## src/rtl/mtm_alu_pkg.sv

```systemverilog
// Shared definitions for the mtm_Alu serial link: the frame FSM state encoding
// and the fixed bit values of the 11-bit frame.
package mtm_alu_pkg;

  typedef enum logic [2:0] {
    ST_IDLE  = 3'd0,
    ST_START = 3'd1,
    ST_TYPE  = 3'd2,
    ST_DATA  = 3'd3,
    ST_STOP  = 3'd4
  } tx_state_e;

  localparam logic START_BIT = 1'b0;
  localparam logic STOP_BIT  = 1'b1;
  localparam logic TYPE_DATA = 1'b0;
  localparam logic TYPE_CMD  = 1'b1;
  localparam int   FRAME_LEN = 11;

endpackage

```

## src/rtl/mtm_alu_frame_tx.sv

```systemverilog
// Shifts out one 11-bit frame {start, type, payload MSB first, stop}; a go strobe
// seen during the stop bit chains the next frame with no idle gap.
module mtm_alu_frame_tx
  import mtm_alu_pkg::*;
#(
  parameter int DATA_W = 8
) (
  input  logic              clk,
  input  logic              rst,
  input  logic              go,
  input  logic              type_in,
  input  logic [DATA_W-1:0] byte_in,
  output logic              sout,
  output logic              in_stop,
  output logic              stop_next
);

  localparam int CNT_W = $clog2(DATA_W);

  tx_state_e         state_q, state_d;
  logic              sout_q, sout_d;
  logic              type_q, type_d;
  logic [DATA_W-1:0] shift_q, shift_d;
  logic [CNT_W-1:0]  bit_cnt_q, bit_cnt_d;

  // state_q names the bit currently on sout; the next bit is prepared one cycle ahead
  always_comb begin
    state_d   = state_q;
    sout_d    = sout_q;
    type_d    = type_q;
    shift_d   = shift_q;
    bit_cnt_d = bit_cnt_q;
    case (state_q)
      ST_IDLE, ST_STOP: begin
        sout_d  = STOP_BIT;
        state_d = ST_IDLE;
        if (go) begin
          state_d = ST_START;
          sout_d  = START_BIT;
          type_d  = type_in;
          shift_d = byte_in;
        end
      end
      ST_START: begin
        state_d = ST_TYPE;
        sout_d  = type_q;
      end
      ST_TYPE: begin
        state_d   = ST_DATA;
        sout_d    = shift_q[DATA_W-1];
        shift_d   = shift_q << 1;
        bit_cnt_d = CNT_W'(DATA_W - 1);
      end
      ST_DATA: begin
        if (bit_cnt_q == '0) begin
          state_d = ST_STOP;
          sout_d  = STOP_BIT;
        end else begin
          sout_d    = shift_q[DATA_W-1];
          shift_d   = shift_q << 1;
          bit_cnt_d = bit_cnt_q - 1'b1;
        end
      end
      default: begin
        state_d = ST_IDLE;
        sout_d  = STOP_BIT;
      end
    endcase
  end

  always_ff @(posedge clk or posedge rst) begin
    if (rst) begin
      state_q   <= ST_IDLE;
      sout_q    <= STOP_BIT;
      type_q    <= TYPE_DATA;
      shift_q   <= '0;
      bit_cnt_q <= '0;
    end else begin
      state_q   <= state_d;
      sout_q    <= sout_d;
      type_q    <= type_d;
      shift_q   <= shift_d;
      bit_cnt_q <= bit_cnt_d;
    end
  end

  assign sout      = sout_q;
  assign in_stop   = (state_q == ST_STOP);
  assign stop_next = (state_q == ST_DATA) && (bit_cnt_q == '0);

endmodule

```

## src/rtl/mtm_alu_serializer.sv

```systemverilog
// Transmit side of the mtm_Alu link: sequences the DATA frames of C and the final
// CMD frame (or a lone CMD frame for errors) and owns busy/done.
module mtm_alu_serializer
  import mtm_alu_pkg::*;
#(
  parameter int N_DATA_FRAMES = 4,
  parameter int DATA_W        = 8
) (
  input  logic                            clk,
  input  logic                            rst,
  input  logic [N_DATA_FRAMES*DATA_W-1:0] c_in,
  input  logic [DATA_W-1:0]               ctl_in,
  input  logic                            err_in,
  input  logic                            valid_in,
  output logic                            busy,
  output logic                            done,
  output logic                            sout
);

  localparam int         C_W         = N_DATA_FRAMES * DATA_W;
  localparam int         SR_W        = C_W + DATA_W;
  localparam logic [2:0] LAST_NORMAL = 3'(N_DATA_FRAMES);

  logic [SR_W-1:0]   shreg_q, shreg_d;
  logic              err_q, err_d;
  logic              busy_q, busy_d;
  logic              done_q, done_d;
  logic [2:0]        frame_cnt_q, frame_cnt_d;
  logic [2:0]        last_idx;
  logic              accept;
  logic              tx_go;
  logic              tx_type;
  logic [DATA_W-1:0] tx_byte;
  logic              tx_in_stop;
  logic              tx_stop_next;

  assign accept   = valid_in && !busy_q;
  assign last_idx = err_q ? 3'd0 : LAST_NORMAL;

  // The first frame is fed straight from the inputs so its start bit lands in the
  // cycle after acceptance; later frames take the byte just below the top of shreg.
  always_comb begin
    shreg_d     = shreg_q;
    err_d       = err_q;
    busy_d      = busy_q;
    done_d      = 1'b0;
    frame_cnt_d = frame_cnt_q;
    tx_go       = 1'b0;
    tx_type     = TYPE_DATA;
    tx_byte     = shreg_q[SR_W-DATA_W-1 -: DATA_W];
    if (accept) begin
      busy_d      = 1'b1;
      err_d       = err_in;
      frame_cnt_d = 3'd0;
      shreg_d     = {c_in, ctl_in};
      tx_go       = 1'b1;
      if (err_in) begin
        tx_type = TYPE_CMD;
        tx_byte = ctl_in;
      end else begin
        tx_type = TYPE_DATA;
        tx_byte = c_in[C_W-1 -: DATA_W];
      end
    end else if (busy_q) begin
      if (tx_stop_next && (frame_cnt_q == last_idx)) begin
        done_d = 1'b1;
      end
      if (tx_in_stop) begin
        if (frame_cnt_q == last_idx) begin
          busy_d      = 1'b0;
          frame_cnt_d = 3'd0;
        end else begin
          tx_go       = 1'b1;
          frame_cnt_d = frame_cnt_q + 3'd1;
          tx_type     = ((frame_cnt_q + 3'd1) == last_idx) ? TYPE_CMD : TYPE_DATA;
          shreg_d     = shreg_q << DATA_W;
        end
      end
    end
  end

  always_ff @(posedge clk or posedge rst) begin
    if (rst) begin
      shreg_q     <= '0;
      err_q       <= 1'b0;
      busy_q      <= 1'b0;
      done_q      <= 1'b0;
      frame_cnt_q <= 3'd0;
    end else begin
      shreg_q     <= shreg_d;
      err_q       <= err_d;
      busy_q      <= busy_d;
      done_q      <= done_d;
      frame_cnt_q <= frame_cnt_d;
    end
  end

  mtm_alu_frame_tx #(
    .DATA_W (DATA_W)
  ) u_frame_tx (
    .clk       (clk),
    .rst       (rst),
    .go        (tx_go),
    .type_in   (tx_type),
    .byte_in   (tx_byte),
    .sout      (sout),
    .in_stop   (tx_in_stop),
    .stop_next (tx_stop_next)
  );

  assign busy = busy_q;
  assign done = done_q;

endmodule

```

## config.mk

```make
export PLATFORM = sky130hd
export DESIGN_NAME = mtm_alu_serializer
export DESIGN_NICKNAME = d
export VERILOG_FILES = /design/src/rtl/mtm_alu_pkg.sv /design/src/rtl/mtm_alu_frame_tx.sv /design/src/rtl/mtm_alu_serializer.sv
export SDC_FILE = /design/constraint.sdc
export NUM_CORES = 1
export LEC_CHECK = 0
export BUFFER_PORTS_ARGS = -buffer_cell sky130_fd_sc_hd__buf_2
export CORE_AREA = 2 2 89 91
export CTS_CLUSTER_DIAMETER = 30
export CTS_CLUSTER_SIZE = 12
export DETAILED_ROUTE_END_ITERATION = 8
export DIE_AREA = 0 0 91 93
export GPL_ROUTABILITY_DRIVEN = 0
export HOLD_SLACK_MARGIN = 0.12
export SLEW_MARGIN = 15
export SYNTH_ARGS = -nofsm -noshare
export SYNTH_HDL_FRONTEND = slang
export SYNTH_HIERARCHICAL = 1
export SYNTH_SLANG_ARGS = --single-unit
```

## constraint.sdc

```tcl
create_clock -name clk -period 6.88 [get_ports clk]
set_input_delay 1.376 -clock clk [delete_from_list [all_inputs] [get_ports clk]]
set_output_delay 1.376 -clock clk [all_outputs]
set_load 0.01 [all_outputs]
```

# Yosys cells after proc, flatten, opt, wreduce, memory -nomap -nowiden

Index checks and enable logic that the tools add are counted.

Output and inout port bits: 3
Word-level logic and storage cells: 76
Bits of input ports: 44
Register bits: 54

Mux-type cells: 38
Add/subtract/negate cells: 2
Reductions and logical operators: 16
Equality and inequality tests: 10

Operators by type and width:

| kind                  | count |
|---|---|
| $mux W32              | 4 |
| $mux W8               | 4 |
| $pmux W8 S3           | 1 |
| $mux W3               | 7 |
| $mux W1               | 19 |
| $pmux W3 S4           | 1 |
| $ne A2 B2 Y1 const B  | 4 |
| $eq A3 B2 Y1 const B  | 2 |
| $eq A3 B3 Y1          | 2 |
| $logic_not A3 Y1      | 2 |
| $pmux W3 S2           | 1 |
| $reduce_and A2 Y1     | 3 |
| $reduce_and A3 Y1     | 2 |
| $reduce_bool A2 Y1    | 3 |
| $pmux W1 S4           | 1 |
| $add A3 B1 Y3 const B | 1 |
| $eq A3 B1 Y1 const B  | 1 |
| $eq A3 B3 Y1 const B  | 1 |
| $logic_and A1 B1 Y1   | 3 |
| $reduce_bool A3 Y1    | 1 |
| $sub A3 B1 Y3 const B | 1 |
| $reduce_or A2 Y1      | 1 |
| $logic_not A1 Y1      | 1 |

# Longest topological paths before layout

Depth in word-level cells: 8
Depth in mapped cells: 11
Depth with buffers taken out: 8

# Cells and area by module

Netlist, hierarchy kept.

By module, submodules not included:

| module             | sequential area each (um^2) | instances | area an instance (um^2) | cells each |
|---|---|---|---|---|
| mtm_alu_serializer | 950.9                       | 1         | 2089.5                  | 162 |
| mtm_alu_frame_tx   | 401.6                       | 1         | 802.0                   | 74 |

# Worst setup path before layout

No wires, ideal clock.

Path kind: in2reg
From: input valid_in
To: register u_frame_tx.type_q
Path slack: 3.988 ns
Buffers on the path: 3
Cell stages on the path: 8
Arrival time: 2.768 ns
Data required time: 6.755 ns
Library setup time: 0.125 ns
Cell sequence: nand2b_4 -> buf_6 -> a31o_1 -> buf_6 -> inv_8 -> buf_12 -> nor3b_4 -> mux2_2

Longest elaborated chain between the ends: 3
Elaborated cells on any way between the ends: 4
Classes of those cells: mux: 2; reduce/logical: 2

RTL lines:

| element                     | RTL line                 | RTL |
|---|---|---|
| from (decl)                 | mtm_alu_serializer.sv:14 | `input logic valid_in,` |
| $logic_and A1 B1 Y1         | mtm_alu_serializer.sv:37 | `assign accept = valid_in && !busy_q;` |
| $mux W1                     | mtm_alu_serializer.sv:51 | `if (accept) begin` |
| via tx_go                   | mtm_alu_serializer.sv:31 | `logic tx_go;` |
| $reduce_and A2 Y1 (no line) | -                        |  |
| to (signal assigned)        | mtm_alu_frame_tx.sv:81   | `type_q <= type_d;` |
| to (decl)                   | mtm_alu_frame_tx.sv:22   | `logic type_q, type_d;` |

The timed path passes the listed nets, and every way through them passes these cells.
A chain may end at the register's enable or synchronous reset.

# Final worst setup path

From: input valid_in
To: register u_frame_tx.type_q

Longest elaborated chain between the ends: 3
Elaborated cells on any way between the ends: 4
Classes of those cells: mux: 2; reduce/logical: 2

RTL lines:

| element                     | RTL line |
|---|---|
| $logic_and A1 B1 Y1 *       | mtm_alu_serializer.sv:37 |
| $mux W1                     | mtm_alu_serializer.sv:51 |
| $reduce_and A2 Y1 (no line) | - |

Every way passes the cells marked *; elsewhere a longest branch is shown, timed or not.

==> metrics.cfg <==
[run_status]
outcome=finished clean

[sta]
finalSetupViolations=0
timing.max_slew.rel_slack_pct=56.6
slew_violations=0
clock_skew_ns=0.00655
worst_slew_pin_slew_ns=0.650
hold_viol=0
max_freq_mhz=333
period_needed_ns=3.00
rsz0062_at_grt=no
setup_ws_ns=3.88
final.setup.tns_ns=0
period_share_pct=43.7

[grt]
gr-total-overflow=0
track_usage_pct=13.8
grt_start_max_net_pins=39
antenna_found_initial=0
grt_pass1_vias=1922
grt_pass1_wl_mm=9.32

[pwr]
internal_power_mw=0.658
power_switching_mw=0.308
combinationalPowerShare_pct=33.1
seqPwrFrac_pct=48.9
switching_share_pct=31.9
peakVddDrop_v=0.000130
power.density_mw_per_mm2=301
power.leakage_nw=1.58
pwr-share-clk_pct=18.0

[clock_tree]
clk-insertion-delay-late_ns=0.31
post_cts_buffers=0
clockRootBuffer=clkbuf_8
numCtsBuffers=5
holdBufCountCts=0
clockBufferDepth=2
post_cts_resized=0
clk_pin_slew_ns=0.09
cts.htree.levels=2
cts_sinks=54
cts_tree=yes

[place]
io_buffers=46
hpwl_mm=3.90
preCtsSetupSlack_ns=3.56

[logic_synthesis]
synthTopCellsByArea=dfrtp_1, mux2_4, mux2_1
synth_enable_flop_cells=0
synth_most_common_cell=dfrtp_1
netlist_area_sq_mm=0.00289
async_reset_ff_share_pct=100
syn-num-nets=284
synthTopCellsByCount=dfrtp_1, mux2_1, mux2_4, nand2_1, o21ai_0
synth.top_cell.area_share_pct=45.9
ys_seq_area_share_pct=46.8
synth-main-ff-cell=dfrtp_1
syn_avg_cell_area_sq_um=12.3
syn_inst=236
ys_seq_elements=54
ys.warnings.count=6
yosys.area.top_type=dfrtp_1
synth_cell_type_count=39

[setup_path]
cp-start-kind=input port
cp-end-kind=flip-flop
crit_type=input port to flip-flop
crit_arrival_ns=3.20
reg2reg_depth=7
worstPathMaxFanout=26
worstPathRequired_ns=7.08

[min_path]
holdPathStages=1
hp-class=flip-flop to flip-flop

[drt]
vias=1872
drt_iter0_drc=167
routed_wl_mm=5.63
drc=0
ant_nets=0
routedWlPerCell_um=14.9
vias_per_cell=4.94
drt-pass1-iter-count=4

[layout]
syn2layout_area_growth_pct=11.0
fillerInstances=735
drive_above_1_share_pct=31.4
final_nets=324
diodes=0

[floorplan]
die_height_um=93
initial_core_util_pct=38.4
io_pins=47
rows=32
core-area_sq_mm=0.00753
chipWidth_um=91
dieArea_sq_mm=0.00846

[run]
maxCapViolations=0

==> worst max-delay path: stages <==
cell and delay (ns):
buf_2 0.13, nand2b_4 0.13, a31o_1 0.41, inv_8 0.29, nor3b_4 0.47, mux2_2 0.39
==> routing by layer <==
layer  global-route usage (%)  wire length, um  up-vias
met4                     3.79               66        0
li1                         -                -      924
met2                     21.5             2590       44
met1                     19.6             2710      898
met5                        0                0        -
met3                     2.82              271        6
==> power by group through the flow <==
stage | sequential, mW | clock [mW] | combinational (mW)
global placement | 0.477 | 0 | 0.314
CTS | 0.473 | 0.181 | 0.325
global route | 0.484 | 0.194 | 0.367
floorplan | 0.461 | 0 | 0.273
finish | 0.472 | 0.173 | 0.320
detailed placement | 0.478 | 0 | 0.322
==> layout make-up <==
class,instances,area (sq um),share of cell area [%]
tap,102,128,3.98
timing repair buffer,48,245,7.64
multi-input combinational,160,1370,42.7
sequential,54,1350,42.1
inverter,7,33.8,1.05
clock buffer,8,80.1,2.50
==> per-stage QoR <==
| step | power [mW] | utilization (%) | instance area (sq um) | std cells | hold slack, ns |
|---|---|---|---|---|---|
| 2_1_floorplan | 0.735 | - | 2890 | 236 | 0.454 |
| 3_3_place_gp | 0.792 | 41.6 | 3130 | 371 | 0.471 |
| 3_5_place_dp | 0.800 | 41.6 | 3130 | 371 | 0.480 |
| 4_1_cts | 0.979 | 42.6 | 3210 | 379 | 0.501 |
| 5_1_grt | 1.05 | 42.6 | 3210 | 379 | 0.526 |
| 6_report | 0.966 | 42.6 | 3210 | 379 | 0.492 |
==> flip-flops by register name, indices dropped and copies added, names as in the netlist <==
signal,count
busy,1
err_q,1
u_frame_tx/type_q,1
u_frame_tx/sout,1
u_frame_tx/bit_cnt_q,3
frame_cnt_q,3
done,1
shreg_q,32
u_frame_tx/shift_q,8
u_frame_tx/state_q,3
==> final timing paths <==
| check | from | to | slack (ns) |
|---|---|---|---|
| min | shreg_q[9] | shreg_q[9] | 0.49 |
| max | valid_in | u_frame_tx/type_q | 3.88 |
| min in group asynchronous | rst | u_frame_tx/state_q[1] | 1.15 |
| max reg2reg | u_frame_tx/state_q[1] | u_frame_tx/type_q | 4.20 |
| min reg2reg | shreg_q[9] | shreg_q[9] | 0.49 |
| max in group asynchronous | rst | u_frame_tx/shift_q[2] | 5.31 |
==> layout by cell type (no fill, tap or decap), drive strengths merged, types with 2 or more instances in the layout <==
master  instances
a21oi           7
a22o            8
a22oi           2
a31o            2
and2            3
and3            2
buf            48
clkbuf          8
dfrtp          53
ha              4
inv             7
mux2           49
mux2i          10
nand2          19
nand2b          5
nand3           2
nor2           11
nor2b           3
nor3            3
o21ai          12
o32ai           7
==> cell families after synthesis <==
group	count (synthesis)	share of synthesized area, %
and+or+nand+nor	53	10.0
muxes	59	25.0
xor gates and xnor gates	1	0.303
AOI/OAI and AO/OA	43	10.3
adders and majority gates	4	1.73
buffers and inverters	22	5.93
DFF	54	46.8
(Power assumes the default switching activity.)
